--- config.mk ---
export PLATFORM = sky130hd
export DESIGN_NAME = cond_issue_stage
export DESIGN_NICKNAME = d
export VERILOG_FILES = /design/src/rtl/alu_pkg.sv /design/src/rtl/cond_regfile.sv /design/src/rtl/cond_issue_stage.sv
export SDC_FILE = /design/constraint.sdc
export NUM_CORES = 1
export LEC_CHECK = 0
export CORE_AREA = 2 2 159 161
export CTS_CLUSTER_SIZE = 30
export DETAILED_ROUTE_END_ITERATION = 10
export DIE_AREA = 0 0 161 163
export PLACE_DENSITY = 0.7
export SYNTH_ARGS = -nofsm -noshare
export SYNTH_HDL_FRONTEND = slang
export SYNTH_SLANG_ARGS = --single-unit
--- constraint.sdc ---
create_clock -name clk -period 2.9 [get_ports clk]
set_input_delay 0.58 -clock clk [delete_from_list [all_inputs] [get_ports clk]]
set_output_delay 0.58 -clock clk [all_outputs]
set_load 0.005 [all_outputs]
--- src/rtl/alu_pkg.sv ---
// Shared types and constants for the lab ALU datapath.
//   cond_code_t   : comparator condition codes (6 real, 2 reserved)
//   issue_state_t : issue/writeback stage FSM states
//   DW, NREG      : data width and register count
//   REG_AW        : register address width
package alu_pkg;

  localparam int DW     = 16;
  localparam int NREG   = 8;
  localparam int REG_AW = $clog2(NREG);

  typedef enum logic [2:0] {
    LE   = 3'b000,
    LT   = 3'b001,
    GE   = 3'b010,
    GT   = 3'b011,
    EQ   = 3'b100,
    NE   = 3'b101,
    RSV6 = 3'b110,
    RSV7 = 3'b111
  } cond_code_t;

  typedef enum logic [1:0] {
    IDLE = 2'd0,
    EXEC = 2'd1,
    WB   = 2'd2
  } issue_state_t;

  function automatic logic is_reserved(input cond_code_t code);
    return (code == RSV6) || (code == RSV7);
  endfunction

endpackage

--- src/rtl/cond_regfile.sv ---
// NREG x DW register file for the condition issue stage.
//   clk_i, rst_n_i          : clock, synchronous active-low reset (clears all)
//   rs_addr_i/rs_data_o,
//   rt_addr_i/rt_data_o     : operand read port (two lanes), combinational
//   dbg_addr_i/dbg_data_o   : debug read port, combinational
//   wb_we_i/wb_addr_i/wb_data_i    : writeback write port (priority)
//   ext_we_i/ext_addr_i/ext_data_i : external write port
module cond_regfile #(
  parameter int DW   = 16,
  parameter int NREG = 8,
  parameter int AW   = $clog2(NREG)
) (
  input  logic          clk_i,
  input  logic          rst_n_i,
  input  logic [AW-1:0] rs_addr_i,
  output logic [DW-1:0] rs_data_o,
  input  logic [AW-1:0] rt_addr_i,
  output logic [DW-1:0] rt_data_o,
  input  logic [AW-1:0] dbg_addr_i,
  output logic [DW-1:0] dbg_data_o,
  input  logic          wb_we_i,
  input  logic [AW-1:0] wb_addr_i,
  input  logic [DW-1:0] wb_data_i,
  input  logic          ext_we_i,
  input  logic [AW-1:0] ext_addr_i,
  input  logic [DW-1:0] ext_data_i
);

  logic [DW-1:0] regs_q [NREG];

  assign rs_data_o  = regs_q[rs_addr_i];
  assign rt_data_o  = regs_q[rt_addr_i];
  assign dbg_data_o = regs_q[dbg_addr_i];

  // Writeback beats the external port on an address collision; writes to
  // distinct addresses both land on the same edge.
  always_ff @(posedge clk_i) begin
    if (!rst_n_i) begin
      for (int unsigned i = 0; i < NREG; i++) begin
        regs_q[i] <= '0;
      end
    end else begin
      for (int unsigned i = 0; i < NREG; i++) begin
        if (wb_we_i && (wb_addr_i == AW'(i))) begin
          regs_q[i] <= wb_data_i;
        end else if (ext_we_i && (ext_addr_i == AW'(i))) begin
          regs_q[i] <= ext_data_i;
        end
      end
    end
  end

endmodule

--- src/rtl/cond_issue_stage.sv ---
// Issue/writeback stage feeding the external set_condition comparator.
// Accepts a compare instruction (valid/ready), reads rs/rt from the internal
// register file into registered comparator operands, captures the comparator
// result one cycle later and writes it back to rd in the following cycle.
//   clk, rst_n                       : clock, synchronous active-low reset
//   instr_valid/instr_ready          : instruction handshake
//   instr_code/rs/rt/rd              : condition code and register indices
//   ext_we/ext_waddr/ext_wdata       : side write port into the register file
//   dbg_raddr/dbg_rdata              : combinational debug read port
//   cmp_a/cmp_b/cmp_code             : registered comparator inputs
//   cmp_c                            : comparator result
//   done/result/err                  : writeback pulse, held result, reserved-code flag
module cond_issue_stage #(
  parameter int DW   = 16,
  parameter int NREG = 8
) (
  input  logic                    clk,
  input  logic                    rst_n,
  input  logic                    instr_valid,
  output logic                    instr_ready,
  input  logic [2:0]              instr_code,
  input  logic [$clog2(NREG)-1:0] instr_rs,
  input  logic [$clog2(NREG)-1:0] instr_rt,
  input  logic [$clog2(NREG)-1:0] instr_rd,
  input  logic                    ext_we,
  input  logic [$clog2(NREG)-1:0] ext_waddr,
  input  logic [DW-1:0]           ext_wdata,
  input  logic [$clog2(NREG)-1:0] dbg_raddr,
  output logic [DW-1:0]           dbg_rdata,
  output logic [DW-1:0]           cmp_a,
  output logic [DW-1:0]           cmp_b,
  output logic [2:0]              cmp_code,
  input  logic [DW-1:0]           cmp_c,
  output logic                    done,
  output logic [DW-1:0]           result,
  output logic                    err
);

  import alu_pkg::*;

  localparam int AW = $clog2(NREG);

  issue_state_t  state_q, state_d;
  logic [DW-1:0] cmp_a_q, cmp_a_d;
  logic [DW-1:0] cmp_b_q, cmp_b_d;
  cond_code_t    code_q, code_d;
  logic [AW-1:0] rd_q, rd_d;
  logic [DW-1:0] result_q, result_d;
  logic          err_q, err_d;

  logic [DW-1:0] rs_data, rt_data;
  logic          wb_we;

  cond_regfile #(
    .DW   (DW),
    .NREG (NREG),
    .AW   (AW)
  ) u_regfile (
    .clk_i      (clk),
    .rst_n_i    (rst_n),
    .rs_addr_i  (instr_rs),
    .rs_data_o  (rs_data),
    .rt_addr_i  (instr_rt),
    .rt_data_o  (rt_data),
    .dbg_addr_i (dbg_raddr),
    .dbg_data_o (dbg_rdata),
    .wb_we_i    (wb_we),
    .wb_addr_i  (rd_q),
    .wb_data_i  (result_q),
    .ext_we_i   (ext_we),
    .ext_addr_i (ext_waddr),
    .ext_data_i (ext_wdata)
  );

  always_ff @(posedge clk) begin
    if (!rst_n) begin
      state_q  <= IDLE;
      cmp_a_q  <= '0;
      cmp_b_q  <= '0;
      code_q   <= LE;
      rd_q     <= '0;
      result_q <= '0;
      err_q    <= 1'b0;
    end else begin
      state_q  <= state_d;
      cmp_a_q  <= cmp_a_d;
      cmp_b_q  <= cmp_b_d;
      code_q   <= code_d;
      rd_q     <= rd_d;
      result_q <= result_d;
      err_q    <= err_d;
    end
  end

  always_comb begin
    state_d     = state_q;
    cmp_a_d     = cmp_a_q;
    cmp_b_d     = cmp_b_q;
    code_d      = code_q;
    rd_d        = rd_q;
    result_d    = result_q;
    err_d       = err_q;
    instr_ready = 1'b0;
    done        = 1'b0;
    err         = 1'b0;
    wb_we       = 1'b0;

    unique case (state_q)
      IDLE: begin
        instr_ready = 1'b1;
        if (instr_valid) begin
          // Operands come from the pre-edge register contents; a same-edge
          // external write to rs/rt is deliberately not forwarded.
          cmp_a_d = rs_data;
          cmp_b_d = rt_data;
          code_d  = cond_code_t'(instr_code);
          rd_d    = instr_rd;
          state_d = EXEC;
        end
      end
      EXEC: begin
        if (is_reserved(code_q)) begin
          result_d = '0;
          err_d    = 1'b1;
        end else begin
          result_d = cmp_c;
          err_d    = 1'b0;
        end
        state_d = WB;
      end
      WB: begin
        done    = 1'b1;
        err     = err_q;
        wb_we   = 1'b1;
        state_d = IDLE;
      end
      default: state_d = IDLE;
    endcase
  end

  assign cmp_a    = cmp_a_q;
  assign cmp_b    = cmp_b_q;
  assign cmp_code = code_q;
  assign result   = result_q;

endmodule
# Yosys cells after proc, flatten, opt, wreduce, memory -nomap -nowiden
# Memory sizes are Yosys's and may differ from the RTL's. A register that Yosys moved wholly into a read port is not among the register bits.
# Cells that the tools add are included.
# W data, S select, Z words.
# totals
ff_bits,25
ramBits,128
inputBits,54
output_inout_bits,70
word_cells,144
memories,1
# classes
eq_ne,19
n_mux,80
bitwise_logic,16
reduce_logical,23
# memory_table
memory,depth,word_bits,rd,rd_ports_with_merged_regs,wr,line,source
u_regfile.regs_q,8,16,3,2,8,cond_regfile.sv:29,logic [DW-1:0] regs_q [NREG];
# op_table
op,count
$mux W16,17
$mux W1,61
$eq A3 B3 Y1 const B,10
$logic_and A1 B1 Y1,16
$or A1 B1 Y1,16
$eq A3 B2 Y1 const B,4
$eq A3 B1 Y1 const B,2
$logic_not A3 Y1,2
$pmux W2 S2,1
$eq A2 B1 Y1 const B,1
$eq A2 B2 Y1 const B,1
$logic_not A1 Y1,2
$logic_not A2 Y1,1
$mux W2,1
$ne A2 B2 Y1 const B,1
$reduce_and A2 Y1,1
$logic_or A1 B1 Y1,1

# Longest topological paths before layout
# Gate-level depths: netlist (run 1).
# depth
depth_word,8
ltp_mapped,7
depth_no_buf,4

# Hierarchy
# A second synthesis (run 1) with hierarchy kept.
# hier_totals
cells_unflattened,850
hier_area_um2,10835.4
# by_module_without_submodules
module,n_inst,cells_per_inst,area_each_um2,seq_area_each_um2
cond_regfile,1,630,8814.7,3843.7
cond_issue_stage,1,220,2020.7,1141.1

# Worst setup path before layout (run 1)
# Ideal clock, no wire load.
# synth_timing
kind,in2out
from,in dbg_raddr[0]
to,out dbg_rdata[0]
arrival_ns,1.713
t_required_ns,2.320
setup_slack_ns,0.607
cell_stages,4
path_buffers,2
path_cell_list,buf_2 -> buf_4 -> mux4_2 -> mux2_2
# synth_between
elab_chain_cells,1
# synth_rtl
item,line,source
start: declaration,cond_issue_stage.sv:28,"input logic [$clog2(NREG)-1:0] dbg_raddr,"
$mem_v2 Z8 W16,-,
end: declaration,cond_issue_stage.sv:29,"output logic [DW-1:0] dbg_rdata,"
# No other way between the ends.

# Final worst setup path (run 1)
# layout_timing
from,in dbg_raddr[0]
to,out dbg_rdata[1]
# Same word-level chain as after synthesis.

==> impl_metrics.yaml, run 1 <==
min_path:
  worstHoldPathCells: 2
  holdCritPathClass: "reg2reg"
  min_from: "cmp_code[0]"
  whs_endpoint: "cmp_code[0]"
sta:
  setup_ws_ns: 0.04623
  fmax_ghz: 0.3504
  fin_crit_sh: 0.9841
  fin_worst_skew_ns: 0.008859
  period_needed_ns: 2.854
  rsz0062_at_grt: "false"
  timing.final.hold_violations: 0
  tightest_slew_ns: 1.009
  relSlewSlack: 0.3257
  slew_viol_final: 0
  setup_violations: 0
outcome:
  status: "completed"
placement:
  portBuffers: 123
  post-place-ws_ns: -0.1167
  hpwl_um: 24290
  routabilityCongestion: 0.8964
drt:
  drt-wirelength-per-cell_um: 25.57
  antenna_left: 0
  drc_errors: 0
  dr.pass1.iters: 5
  viasPerCell: 6.464
  drt_iter0_markers: 1080
  wl_um: 36560
  route.vias.total: 9244
worst_setup_path:
  r2r_start: "state_q[1]"
  r2r_end: "u_regfile.regs_q[0][12]"
  crit_fanout: 5
  critPathKind: "in2out"
  endpoint_kind: "output pin"
  start_kind: "primary input"
  r2r_cells: 5
  worstPathRequired_ns: 2.32
  arrival_ns: 2.27
  reg2reg_slack_ns: 0.71
synthesis:
  avgSynthCellArea_um2: 10.99
  synth_area_um2: 10910
  netlist_instances: 993
  synth_ff_type: "edfxtp_1"
  ys_types: 46
  yosysSeqAreaShare: 0.4568
  synth_edf_count: 128
  synth.largest_area_cell: "edfxtp_1"
  synth_fp_nets: 1047
  async_flop_share: 0
  ys_warn_count: 0
  synth_top_cell_area_share: 0.3523
  ys_ff_latch: 185
  synth.area.top_cells: "edfxtp_1 (35%), dfxtp_1 (10%), mux2i_1 (8.8%)"
grt:
  antenna_found_initial: 1
  grt_overflow_total: 0
  grt_max_degree: 71
  grt_pass1_vias: 9059
  track_usage: 0.2811
  grt_pass1_wl_um: 55210
cells_and_area:
  area_growth_pct: 20.02
  n_antenna_cell: 0
  nets: 1141
  drive_above_1_share: 0.1982
job:
  maxCapViolCount: 0
die:
  die_x_um: 161
  fp.dieArea_um2: 26240
  dieHeight_um: 163
  num_rows: 58
  core_um2: 24670
  ioPinCount: 124
  start_util: 0.4422
power_and_ir_drop:
  p_leak_nw: 4.773
  peakVddDrop_v: 0.0003291
  power_density_nw_per_um2: 508.8
  total_power_mw: 6.663
clock_network:
  cts.reportedPaths.clkPinSlew_ns: 0.07
  cts-root-buf: "clkbuf_16"
  cts_hold_buf: 0
  clkSinkCount: 185
  cts_inserted_buffers: 17
  clock_latency_ns: 0.44
  cts_buffer_depth: 2
  postCtsSetupBuffers: 0
  cts_tree: "yes"
  cts_htree_levels: 4
-- worst max-delay path by stage --
stage	end	slack, ns	start	depth (start not counted)
6_report	dbg_rdata[1]	0.05	dbg_raddr[0]	5
4_1_cts	dbg_rdata[6]	0.05	dbg_raddr[0]	5
3_3_place_gp	dbg_rdata[6]	-0.10	dbg_raddr[1]	5
5_1_grt	dbg_rdata[5]	0.006	dbg_raddr[0]	5
3_5_place_dp	dbg_rdata[6]	-0.12	dbg_raddr[1]	5
2_1_floorplan	dbg_rdata[0]	0.61	dbg_raddr[0]	4
-- per-layer routing --
layer | up-vias | global-route usage | routed length [um]
li1 | 3997 | - | -
met1 | 4474 | 0.3682 | 14300
met2 | 672 | 0.4623 | 17360
met3 | 101 | 0.06086 | 3776
met4 | 0 | 0.09984 | 1132
met5 | - | 0 | 0
-- power by group --
part | switching, mW | total, mW | internal [mW]
Clock | 1.07 | 2.35 | 1.28
Sequential | 0.165 | 3.15 | 2.99
Combinational | 0.578 | 1.16 | 0.586
Total | 1.81 | 6.66 | 4.85
-- registers in the layout (all words and copies together), names as in the netlist --
signal / count
result: 16
rd_q: 3
state_q: 2
cmp_code: 3
cmp_a: 16
err_q: 1
u_regfile.regs_q: 128
cmp_b: 16
-- cells in the mapped netlist, types with 10 or more instances --
cell type / count
a21oi_1: 70
a221o_1: 24
a22oi_1: 24
a32o_1: 16
buf_2: 16
buf_4: 13
buf_6: 10
clkbuf_1: 57
dfxtp_1: 57
edfxtp_1: 128
mux2_2: 80
mux2i_1: 96
mux4_2: 32
nand2_1: 115
nand3_1: 41
nor2_1: 53
o21ai_0: 34
o21ai_1: 14
o22ai_1: 56
-- layout by cell type (no fill, tap or decap), drive strengths merged, types with 16 or more instances in the layout --
cell type / count
o22ai: 56
nor2: 56
mux2i: 96
nand2: 115
mux4: 32
clkdlybuf4s50: 118
a32o: 16
mux2: 80
edfxtp: 128
a221o: 24
dfxtp: 57
a22oi: 24
a21oi: 71
o21ai: 48
nand3: 41
clkbuf: 20
buf: 60
-- metrics by stage --
step                std cells  area, um^2  hold slack, ns  TNS, ns    util
floorplan                 993       10910          0.4527        0       -
global placement         1396       12450          0.4477   -1.230  0.5048
detailed placement       1396       12450          0.4492   -1.487  0.5048
CTS                      1429       13070          0.4619        0  0.5295
global route             1430       13100          0.4823        0  0.5308
finish                   1430       13100          0.4634        0  0.5308
-- cells by family after synthesis --
family,synth area share
compound gates,0.1525
simple gates,0.09884
flops,0.4568
mux,0.2367
buf+inv,0.05515
-- worst max-delay path, stage by stage --
cell	delay [ns]
clkbuf_4	0.20
buf_4	0.20
mux4_2	0.52
mux2_2	0.31
clkdlybuf4s50_1	0.46
-- final cells by class --
| type | instances | area [um^2] |
|---|---|---|
| clock buffers | 18 | 429.2 |
| fillers | 2178 | 11580 |
| inverters | 1 | 3.754 |
| repair buffers | 182 | 1792 |
| well taps | 330 | 412.9 |
| flip-flops and latches | 185 | 4985 |
| multi-input cells | 700 | 5326 |
| clock inverters | 14 | 147.6 |
-- what timing repair did --
action	4_1_cts	5_1_grt
endpoints found under the setup margin	16	1
cloned	1	1
gates resized for setup	3	2
pin swaps	0	0
(Power assumes the default switching activity.)
==> run 2: changes to the inputs <==
--- a/config.mk
+++ b/config.mk
@@ -10,6 +10,7 @@
 export DETAILED_ROUTE_END_ITERATION = 10
 export DIE_AREA = 0 0 161 163
 export PLACE_DENSITY = 0.7
+export SLEW_MARGIN = 5
 export SYNTH_ARGS = -nofsm -noshare
 export SYNTH_HDL_FRONTEND = slang
 export SYNTH_SLANG_ARGS = --single-unit
==> results of run 2 <==
Same layout as run 1: the final DEF is identical, and so are final timing and power.
==> run 3: changes to the inputs <==
--- a/config.mk
+++ b/config.mk
@@ -10,6 +10,7 @@
 export DETAILED_ROUTE_END_ITERATION = 10
 export DIE_AREA = 0 0 161 163
 export PLACE_DENSITY = 0.7
+export SKIP_CTS_REPAIR_TIMING = 1
 export SLEW_MARGIN = 5
 export SYNTH_ARGS = -nofsm -noshare
 export SYNTH_HDL_FRONTEND = slang
==> run 3 against run 2 <==
Clock power hardly changed. Clock skew is 0.00055 ns higher. Routed wire length stayed put. Non-clock buffer count stayed put. Clock-buffer cell count stayed put. Die area stayed put.
==> impl_metrics.yaml, run 3 (synthesized netlist as in run 1, its figures left out) <==
power_and_ir_drop:
  power.internal_mw: 4.846
  p_leak_nw: 4.773
  power_frac_seq: 0.473
  swShare: 0.2720
  combPwrFrac: 0.175
  power_density_nw_per_um2: 508.6
  total_power_mw: 6.657
  clock_power_share: 0.352
  peakVddDrop_v: 0.0003265
  p_switching_mw: 1.810
clock_network:
  cts_buffer_depth: 2
  cts.reportedPaths.clkPinSlew_ns: 0.07
  cts_tree: "yes"
  cts_htree_levels: 4
  cts_inserted_buffers: 17
  clock_latency_ns: 0.44
  cts-root-buf: "clkbuf_16"
  clkSinkCount: 185
sta:
  period_needed_ns: 2.878
  slew_viol_final: 0
  relSlewSlack: 0.3521
  fmax_ghz: 0.3475
  tightest_slew_ns: 0.9683
  setup_ws_ns: 0.02232
  timing.final.hold_violations: 0
  setup_violations: 0
  rsz0062_at_grt: "false"
  fin_worst_skew_ns: 0.009408
  tns_ns: 0
  fin_crit_sh: 0.9923
grt:
  grt_max_degree: 71
  track_usage: 0.2792
  grt_pass1_vias: 9057
  grt-busiest-layer: "met2"
  use_met2: 0.4620
  antenna_found_initial: 2
  grt_use_met3: 0.06086
  grtUsageMet1: 0.3620
  grt_pass1_wl_um: 54890
  grt_overflow_total: 0
job:
  maxCapViolCount: 0
worst_setup_path:
  worstPathRequired_ns: 2.32
  critPathKind: "in2out"
  cp_cell_sequence: "dlymetal6s2s_1, clkbuf_16, mux4_2, mux2_2, clkdlybuf4s50_1"
  max_stage_delay_ns: 0.45
  start_kind: "primary input"
  crit_slowest_cell: "clkdlybuf4s50_1"
  endpoint_kind: "output pin"
  arrival_ns: 2.30
  crit_fanout: 16
placement:
  hpwl_um: 24290
  routabilityCongestion: 0.8964
  placed_cells: 1396
  portBuffers: 123
  post-place-ws_ns: -0.1167
die:
  num_rows: 58
  dieHeight_um: 163
  start_util: 0.4422
  fp.dieArea_um2: 26240
  die_x_um: 161
  core_um2: 24670
  ioPinCount: 124
drt:
  viasPerCell: 6.474
  route.vias.total: 9265
  dr.pass1.iters: 8
  drt_iter0_markers: 1134
  wl_um: 36560
  drc_errors: 0
  antenna_left: 0
  drt-wirelength-per-cell_um: 25.55
min_path:
  holdCritPathClass: "reg2reg"
cells_and_area:
  final_cell_mix: "edfxtp_1 (128), clkdlybuf4s50_1 (118), nand2_1 (115)"
  largest_reg_flops: 128
  area_growth_pct: 19.95
  final_common_cell: "edfxtp_1"
  final_cells: 1431
  nFillCells: 2177
  regMostFlops: "u_regfile.regs_q"
  drive_above_1_share: 0.1973
  nets: 1141
outcome:
  status: "completed"
run 3: cell types whose count changed in the layout (fill, tap and decap cells not counted), sizes merged:
cell / change
clkdlybuf4s15: -1
clkbuf: +1
bufbuf: -1
diode: +1
dlymetal6s2s: +1
run 3: per-stage QoR:
step,hold WS [ns],instance area [um^2],util
6_report,0.4632,13090,0.5305
5_1_grt,0.4823,13090,0.5304
3_5_place_dp,0.4492,12450,0.5048
2_1_floorplan,0.4527,10910,-
4_1_cts,0.4619,13030,0.5281
3_3_place_gp,0.4477,12450,0.5048
run 3: final cells by class:
class | instances | area [um^2] | share of cell area
clock buffer | 18 | 429.2 | 0.03279
antenna | 1 | 2.502 | 0.0001912
clock inverter | 14 | 147.6 | 0.01128
multi-input combinational | 700 | 5326 | 0.4069
timing repair buffer | 182 | 1782 | 0.1361
sequential | 185 | 4985 | 0.3808
tap | 330 | 412.9 | 0.03155
inverter | 1 | 3.754 | 0.0002868
run 3: worst max-delay path, delay by kind of cell:
| kind | cells | cell delay, ns |
|---|---|---|
| buffers and inverters | 3 | 1.09 |
| multiplexers | 2 | 0.62 |
run 3: per-layer routing:
metal	wire (um)	up-vias
li1	-	4000
met1	14210	4489
met2	17240	674
met3	3944	102
met4	1164	0
met5	0	-
run 3: path summary, 6_finish.rpt:
path           startpoint                      end  slack (ns)  cells past startpoint
min           cmp_code[0]              cmp_code[0]        0.46                      2
max reg2reg    state_q[1]  u_regfile.regs_q[0][12]        0.71                      5
max          dbg_raddr[1]             dbg_rdata[0]        0.02                      5
min reg2reg   cmp_code[0]              cmp_code[0]        0.46                      2
run 3: power by group through the flow:
stage	Clock, mW	Combinational, mW	Sequential, mW
CTS	2.35	1.14	3.14
finish	2.34	1.16	3.15
global route	2.46	1.24	3.16
floorplan	0	0.667	3.13
global placement	0	1.12	3.20
detailed placement	0	1.13	3.20
